### config.mk
export PLATFORM = sky130hd
export DESIGN_NAME = pow_arbiter_flat
export DESIGN_NICKNAME = d
export VERILOG_FILES = /design/src/rtl/pow_pkg.sv /design/src/rtl/pow_arbiter_if.sv /design/src/rtl/pow_core.sv /design/src/rtl/pow_arbiter.sv /design/src/flat_wrapper.sv
export SDC_FILE = /design/constraint.sdc
export NUM_CORES = 2
export LEC_CHECK = 0
export BUFFER_PORTS_ARGS = -buffer_cell sky130_fd_sc_hd__buf_2
export CORE_MARGIN = 2
export CORE_UTILIZATION = 55
export CTS_CLUSTER_SIZE = 25
export DETAILED_ROUTE_END_ITERATION = 8
export GPL_TIMING_DRIVEN = 0
export HOLD_SLACK_MARGIN = 0.06
export PLACE_DENSITY_LB_ADDON = 0.2
export SLEW_MARGIN = 20
export SYNTH_ARGS = -nofsm -noshare
export SYNTH_HDL_FRONTEND = slang
export SYNTH_SLANG_ARGS = --single-unit
export TNS_END_PERCENT = 1
### constraint.sdc
create_clock -name clk -period 8 [get_ports clk]
set_clock_uncertainty 0.05 [all_clocks]
set_input_delay 0 -clock clk [delete_from_list [all_inputs] [get_ports clk]]
set_output_delay 0 -clock clk [all_outputs]
set_load 0.005 [all_outputs]
### src/rtl/pow_pkg.sv
`default_nettype none
// +--------------------------------------------------------------------------+
// | Module  : pow_pkg                                                        |
// | Purpose : shared types, defaults and round-robin pick helper             |
// | Revision: 1.0                                                            |
// +--------------------------------------------------------------------------+
package pow_pkg;

  typedef enum logic [1:0] {
    IDLE = 2'd0,
    RUN  = 2'd1,
    DONE = 2'd2
  } state_e;

  localparam int DEF_NREQ  = 4;
  localparam int DEF_WIDTH = 32;
  localparam int DEF_EXPW  = 5;
  localparam int RR_MAX    = 32;

  // First set bit of valid searching upward from last+1, wrapping at nreq.
  // Walking the offsets in reverse lets the nearest candidate win.
  function automatic int rr_pick(input logic [RR_MAX-1:0] valid,
                                 input int nreq,
                                 input int last);
    int idx;
    rr_pick = 0;
    for (int k = nreq; k >= 1; k--) begin
      idx = (last + k) % nreq;
      if (valid[idx[4:0]]) rr_pick = idx;
    end
  endfunction

endpackage
`default_nettype wire

### src/rtl/pow_arbiter_if.sv
`default_nettype none
// +--------------------------------------------------------------------------+
// | Module  : pow_arbiter_if                                                 |
// | Purpose : request/response channel bundle for the shared pow engine      |
// | Revision: 1.0                                                            |
// +--------------------------------------------------------------------------+
interface pow_arbiter_if import pow_pkg::*; #(
  parameter int NREQ  = DEF_NREQ,
  parameter int WIDTH = DEF_WIDTH,
  parameter int EXPW  = DEF_EXPW,
  localparam int IDW  = (NREQ > 1) ? $clog2(NREQ) : 1
);
  logic [NREQ-1:0]       req_valid;
  logic [NREQ-1:0]       req_ready;
  logic [NREQ*WIDTH-1:0] req_base;
  logic [NREQ*EXPW-1:0]  req_exp;
  logic                  rsp_valid;
  logic                  rsp_ready;
  logic [IDW-1:0]        rsp_id;
  logic [WIDTH-1:0]      rsp_result;
  logic                  busy;

  modport master (
    output req_valid, req_base, req_exp, rsp_ready,
    input  req_ready, rsp_valid, rsp_id, rsp_result, busy
  );

  modport slave (
    input  req_valid, req_base, req_exp, rsp_ready,
    output req_ready, rsp_valid, rsp_id, rsp_result, busy
  );

endinterface
`default_nettype wire

### src/rtl/pow_core.sv
`default_nettype none
// +--------------------------------------------------------------------------+
// | Module  : pow_core                                                       |
// | Purpose : LSB-first square-and-multiply datapath, one exponent bit/cycle |
// | Revision: 1.0                                                            |
// +--------------------------------------------------------------------------+
module pow_core import pow_pkg::*; #(
  parameter int WIDTH = DEF_WIDTH,
  parameter int EXPW  = DEF_EXPW
) (
  input  logic             clk,
  input  logic             rst,
  input  logic             start,
  input  logic             step,
  input  logic [WIDTH-1:0] base_in,
  input  logic [EXPW-1:0]  exp_in,
  output logic             last,
  output logic [WIDTH-1:0] result
);

  logic [WIDTH-1:0] b_q, b_d;
  logic [WIDTH-1:0] acc_q, acc_d;
  logic [EXPW-1:0]  e_q, e_d;

  always_comb begin
    b_d   = b_q;
    e_d   = e_q;
    acc_d = acc_q;
    if (start) begin
      b_d   = base_in;
      e_d   = exp_in;
      acc_d = {{(WIDTH-1){1'b0}}, 1'b1};
    end else if (step) begin
      if (e_q[0]) acc_d = acc_q * b_q;
      b_d = b_q * b_q;
      e_d = e_q >> 1;
    end
  end

  always_ff @(posedge clk) begin
    if (rst) begin
      b_q   <= '0;
      e_q   <= '0;
      acc_q <= '0;
    end else begin
      b_q   <= b_d;
      e_q   <= e_d;
      acc_q <= acc_d;
    end
  end

  // Remaining exponent of 0 or 1 means this step consumes the final bit.
  assign last   = (e_q <= EXPW'(1));
  assign result = acc_q;

endmodule
`default_nettype wire

### src/rtl/pow_arbiter.sv
`default_nettype none
// +--------------------------------------------------------------------------+
// | Module  : pow_arbiter                                                    |
// | Purpose : round-robin sharing of one pow_core among NREQ requesters      |
// | Revision: 1.0                                                            |
// +--------------------------------------------------------------------------+
module pow_arbiter import pow_pkg::*; #(
  parameter int NREQ  = DEF_NREQ,
  parameter int WIDTH = DEF_WIDTH,
  parameter int EXPW  = DEF_EXPW,
  localparam int IDW  = (NREQ > 1) ? $clog2(NREQ) : 1
) (
  input  logic          clk,
  input  logic          rst,
  pow_arbiter_if.slave  bus
);

  state_e           state_q, state_d;
  logic [IDW-1:0]   last_grant_q, last_grant_d;
  logic [IDW-1:0]   id_q, id_d;
  logic [IDW-1:0]   grant;
  logic [NREQ-1:0]  ready;
  logic             start;
  logic             step;
  logic             core_last;
  logic [WIDTH-1:0] core_result;
  logic [WIDTH-1:0] base_sel;
  logic [EXPW-1:0]  exp_sel;

  assign grant    = IDW'(rr_pick(RR_MAX'(bus.req_valid), NREQ, int'(last_grant_q)));
  assign base_sel = bus.req_base[int'(grant)*WIDTH +: WIDTH];
  assign exp_sel  = bus.req_exp[int'(grant)*EXPW +: EXPW];

  always_comb begin
    state_d      = state_q;
    last_grant_d = last_grant_q;
    id_d         = id_q;
    ready        = '0;
    start        = 1'b0;
    step         = 1'b0;
    case (state_q)
      IDLE: begin
        // The granted requester is valid by construction, so ready implies accept.
        if (|bus.req_valid) begin
          ready        = NREQ'(1) << grant;
          start        = 1'b1;
          id_d         = grant;
          last_grant_d = grant;
          state_d      = RUN;
        end
      end
      RUN: begin
        step = 1'b1;
        if (core_last) state_d = DONE;
      end
      DONE: begin
        if (bus.rsp_ready) state_d = IDLE;
      end
      default: state_d = IDLE;
    endcase
  end

  always_ff @(posedge clk) begin
    if (rst) begin
      state_q      <= IDLE;
      last_grant_q <= IDW'(NREQ - 1);
      id_q         <= '0;
    end else begin
      state_q      <= state_d;
      last_grant_q <= last_grant_d;
      id_q         <= id_d;
    end
  end

  pow_core #(
    .WIDTH (WIDTH),
    .EXPW  (EXPW)
  ) u_core (
    .clk     (clk),
    .rst     (rst),
    .start   (start),
    .step    (step),
    .base_in (base_sel),
    .exp_in  (exp_sel),
    .last    (core_last),
    .result  (core_result)
  );

  assign bus.req_ready  = ready;
  assign bus.rsp_valid  = (state_q == DONE);
  assign bus.rsp_id     = id_q;
  assign bus.rsp_result = core_result;
  assign bus.busy       = (state_q != IDLE);

endmodule
`default_nettype wire

### src/flat_wrapper.sv
// flat-port wrapper written by rule: the top's interface ports become plain ports
module pow_arbiter_flat import pow_pkg::*;
#(
  parameter int NREQ  = DEF_NREQ,
  parameter int WIDTH = DEF_WIDTH,
  parameter int EXPW  = DEF_EXPW,
  localparam int IDW  = (NREQ > 1) ? $clog2(NREQ) : 1
)
  (clk, rst, bus_req_valid, bus_req_base, bus_req_exp, bus_rsp_ready, bus_req_ready, bus_rsp_valid, bus_rsp_id, bus_rsp_result, bus_busy);
  pow_arbiter_if #(.NREQ(NREQ), .WIDTH(WIDTH), .EXPW(EXPW)) bus_i ();
  input  logic clk;
  input  logic rst;
  input wire logic [$bits(bus_i.req_valid)-1:0] bus_req_valid;
  input wire logic [$bits(bus_i.req_base)-1:0] bus_req_base;
  input wire logic [$bits(bus_i.req_exp)-1:0] bus_req_exp;
  input wire logic [$bits(bus_i.rsp_ready)-1:0] bus_rsp_ready;
  output wire logic [$bits(bus_i.req_ready)-1:0] bus_req_ready;
  output wire logic [$bits(bus_i.rsp_valid)-1:0] bus_rsp_valid;
  output wire logic [$bits(bus_i.rsp_id)-1:0] bus_rsp_id;
  output wire logic [$bits(bus_i.rsp_result)-1:0] bus_rsp_result;
  output wire logic [$bits(bus_i.busy)-1:0] bus_busy;
  assign bus_i.req_valid = bus_req_valid;
  assign bus_i.req_base = bus_req_base;
  assign bus_i.req_exp = bus_req_exp;
  assign bus_i.rsp_ready = bus_rsp_ready;
  assign bus_req_ready = bus_i.req_ready;
  assign bus_rsp_valid = bus_i.rsp_valid;
  assign bus_rsp_id = bus_i.rsp_id;
  assign bus_rsp_result = bus_i.rsp_result;
  assign bus_busy = bus_i.busy;
  pow_arbiter #(.NREQ(NREQ), .WIDTH(WIDTH), .EXPW(EXPW)) u_core (.clk(clk), .rst(rst), .bus(bus_i));
endmodule
==> run metrics <==
outcome=finished clean; Inst Count DP=4681; Max clock buf depth=2; Final Wtd Congestion=1.01; GR Overflow Total=0; most common cell after layout, fill and taps aside=inv_1; Hold Path Origin=bus_req_base[83]; number of synthesized register bits=75; Synth top area share=46.8%; Area growth syn-to-layout=9.06%; DP Wirelength=94000 µm; Post-Syn Area per Cell=8.89 µm²; FF-to-FF End=u_core.u_core.result[31]$_SDFFE_PP0P_; largest net degree at the start of global routing=20; crit-path max FO=10; die footprint=0.0621 mm²; hold endpoint=u_core.u_core.b_q[19]$_SDFFE_PP0N_; Ys Warns=0; Avg WL per Cell=24.3 µm; number of enable flip-flop cells after synthesis=0; post-synthesis sequential area ratio=4.54%; final setup vio count=0; final WL=115000 µm; hold-critical path depth=5; placed inst area=0.0350 mm²; Worst Path Arrival=8.13 ns; Boundary Pins=195; internal reg-to-reg setup slack=0.12 ns; Hold WC Path Type=in -> reg; Site Rows=89; initial antenna violation count=10; total power=12.7 mW; Worst-Margin Slew=1.24 ns; area leader, netlist=fa_1; Final Cell Area=0.0360 mm²; Leak=19.0 nW; critical path class=reg -> reg; Netlist cell types=72; Die Y=249 µm; CTS sink count=75; die width=249 µm; Crit path required time=8.26 ns; Clk Latency, worst-skew pair=0.38 ns; RSZ-0062 raised after global routing=yes; Reg2Reg Depth=22; Final Max Tran Viols=0; Total Nets Final=5131; dpl ws=-1.67 ns; fmax=127 MHz; layout cells sized above 1=9.66%; Clock transition at path regs=0.07 ns; gr usage total=38.3%; period utilisation layout=98.5%; max-cap violation count=0; global-route wire length before repair=176000 µm; ys async rst share=0%; Top FF cell, synth=dfxtp_1; DRT Pass-1 Iters=5; Max-slew headroom=17.2%; peak supply drop=0.00137 V; final worst setup slack=0.122 ns; Synth Instances=3715; min cycle time layout=7.88 ns; synth top area cells=fa_1 (47%), ha_1 (9.7%), inv_1 (9.5%); H-tree depth=3; syn_nets=4897; Fin Setup TNS=0 ns; final hold vios=0; vias in the first global route=28589; DR iter-0 viols=2373; P per Cell Area=352 mW/mm²; Via-to-Cell Ratio=5.67; number of routed nets with antenna violations=0; Hold Slack=0.0724 ns; via count=26828; Initial Util=55.8%; highest-count cells in the layout ignoring fill and taps=inv_1 (833), fa_1 (772), nand2_1 (496); synthesized cell area=0.0330 mm²; # DRC=0; post-route insts no fill=4729; Startpoint Class=flip-flop; IO Port Bufs=193; CTS root buf=clkbuf_16; final core occ=60.8%; cts bufs inserted=9; Core Box Area=0.0592 mm²; CTS tree=yes; worst flop-to-flop path startpoint=u_core.u_core.b_q[11]$_SDFFE_PP0N_; Setup crit end kind=flip-flop
==> kinds of logic after synthesis <==
group,Yosys count,share of synthesized area (%)
muxes,15,0.454
xor gates and xnor gates,140,3.75
AOI/OAI and AO/OA,323,6.62
and+or+nand+nor,1101,16.3
buffers and inverters,1034,11.9
adders and majority gates,1027,56.4
DFF,75,4.54
==> where the power goes <==
part	switching [mW]	internal (mW)	total, mW	leakage [nW]
Combinational	7.09	4.37	11.5	18.2
Sequential	0.242	0.487	0.730	0.624
Clock	0.198	0.274	0.472	0.153
==> worst max path at each step <==
stage                                              start                               endpoint  cells past startpoint
floorplan              u_core.u_core.b_q[4]$_SDFFE_PP0N_     u_core.u_core.b_q[28]$_SDFFE_PP0N_                     25
global placement       u_core.u_core.b_q[4]$_SDFFE_PP0N_     u_core.u_core.b_q[31]$_SDFFE_PP0N_                     27
CTS                 u_core.u_core.result[5]$_SDFFE_PP0P_  u_core.u_core.result[31]$_SDFFE_PP0P_                     25
finish                u_core.u_core.b_q[11]$_SDFFE_PP0N_  u_core.u_core.result[31]$_SDFFE_PP0P_                     22
detailed placement     u_core.u_core.b_q[4]$_SDFFE_PP0N_     u_core.u_core.b_q[31]$_SDFFE_PP0N_                     27
global route          u_core.u_core.b_q[11]$_SDFFE_PP0N_  u_core.u_core.result[31]$_SDFFE_PP0P_                     22
==> routing by layer <==
metal,vias up,wire length (µm),GRT usage (%)
li1,11465,-,-
met1,13376,43300,49.8
met2,1581,50800,59.1
met3,404,13200,9.79
met4,2,7430,20.5
met5,-,15,0
==> synthesized netlist by cell type, types with 33 or more instances <==
master and n:
a211oi_1 33, a21o_1 35, a21oi_1 104, and2_1 435, clkbuf_1 176, dfxtp_1 75, fa_1 772, ha_1 255
inv_1 833, nand2_1 496, nor2_1 89, xnor2_1 106, xor2_1 33
==> sequential cells by signal, indices dropped and copies added (netlist names) <==
register / cells
u_core.last_grant_q: 2
u_core.bus.rsp_id: 2
u_core.u_core.result: 32
u_core.state_q: 2
u_core.u_core.e_q: 5
u_core.u_core.b_q: 32
==> cell type report <==
cell class	instances	area, µm²
multi-input cells	2606	27700
fillers	5317	23200
inverters	833	3130
flip-flops and latches	75	1540
repair buffers	230	1330
plain buffers	194	1040
well taps	773	967
clock buffers	10	229
clock inverters	6	90.1
diodes	2	5.00
==> critical path: stages, from the launching register on <==
cell	delay (ns)
dfxtp_2	0.52
clkbuf_1	0.89
and2_1	0.28
fa_1	0.39
inv_1	0.08
fa_1	0.46
fa_1	0.55
inv_1	0.05
fa_1	0.42
fa_1	0.47
fa_1	0.57
fa_1	0.43
fa_1	0.47
ha_1	0.36
nand2_1	0.09
nor3_1	0.25
nand2_1	0.09
nor3_1	0.34
nor4_2	0.13
o31ai_4	0.46
xnor2_2	0.21
nand2_1	0.09
a21oi_1	0.15
==> timing repair <==
item | 4_1_cts | 5_1_grt
setup endpoints to repair | 30 | 9
cloned | 0 | 0
buffers inserted | 0 | 1
hold endpoints to repair | 26 | 0
resized for setup | 117 | 125
pin swaps | 3 | 7
hold buffers | 36 | 0
(Power assumes the default switching activity.)
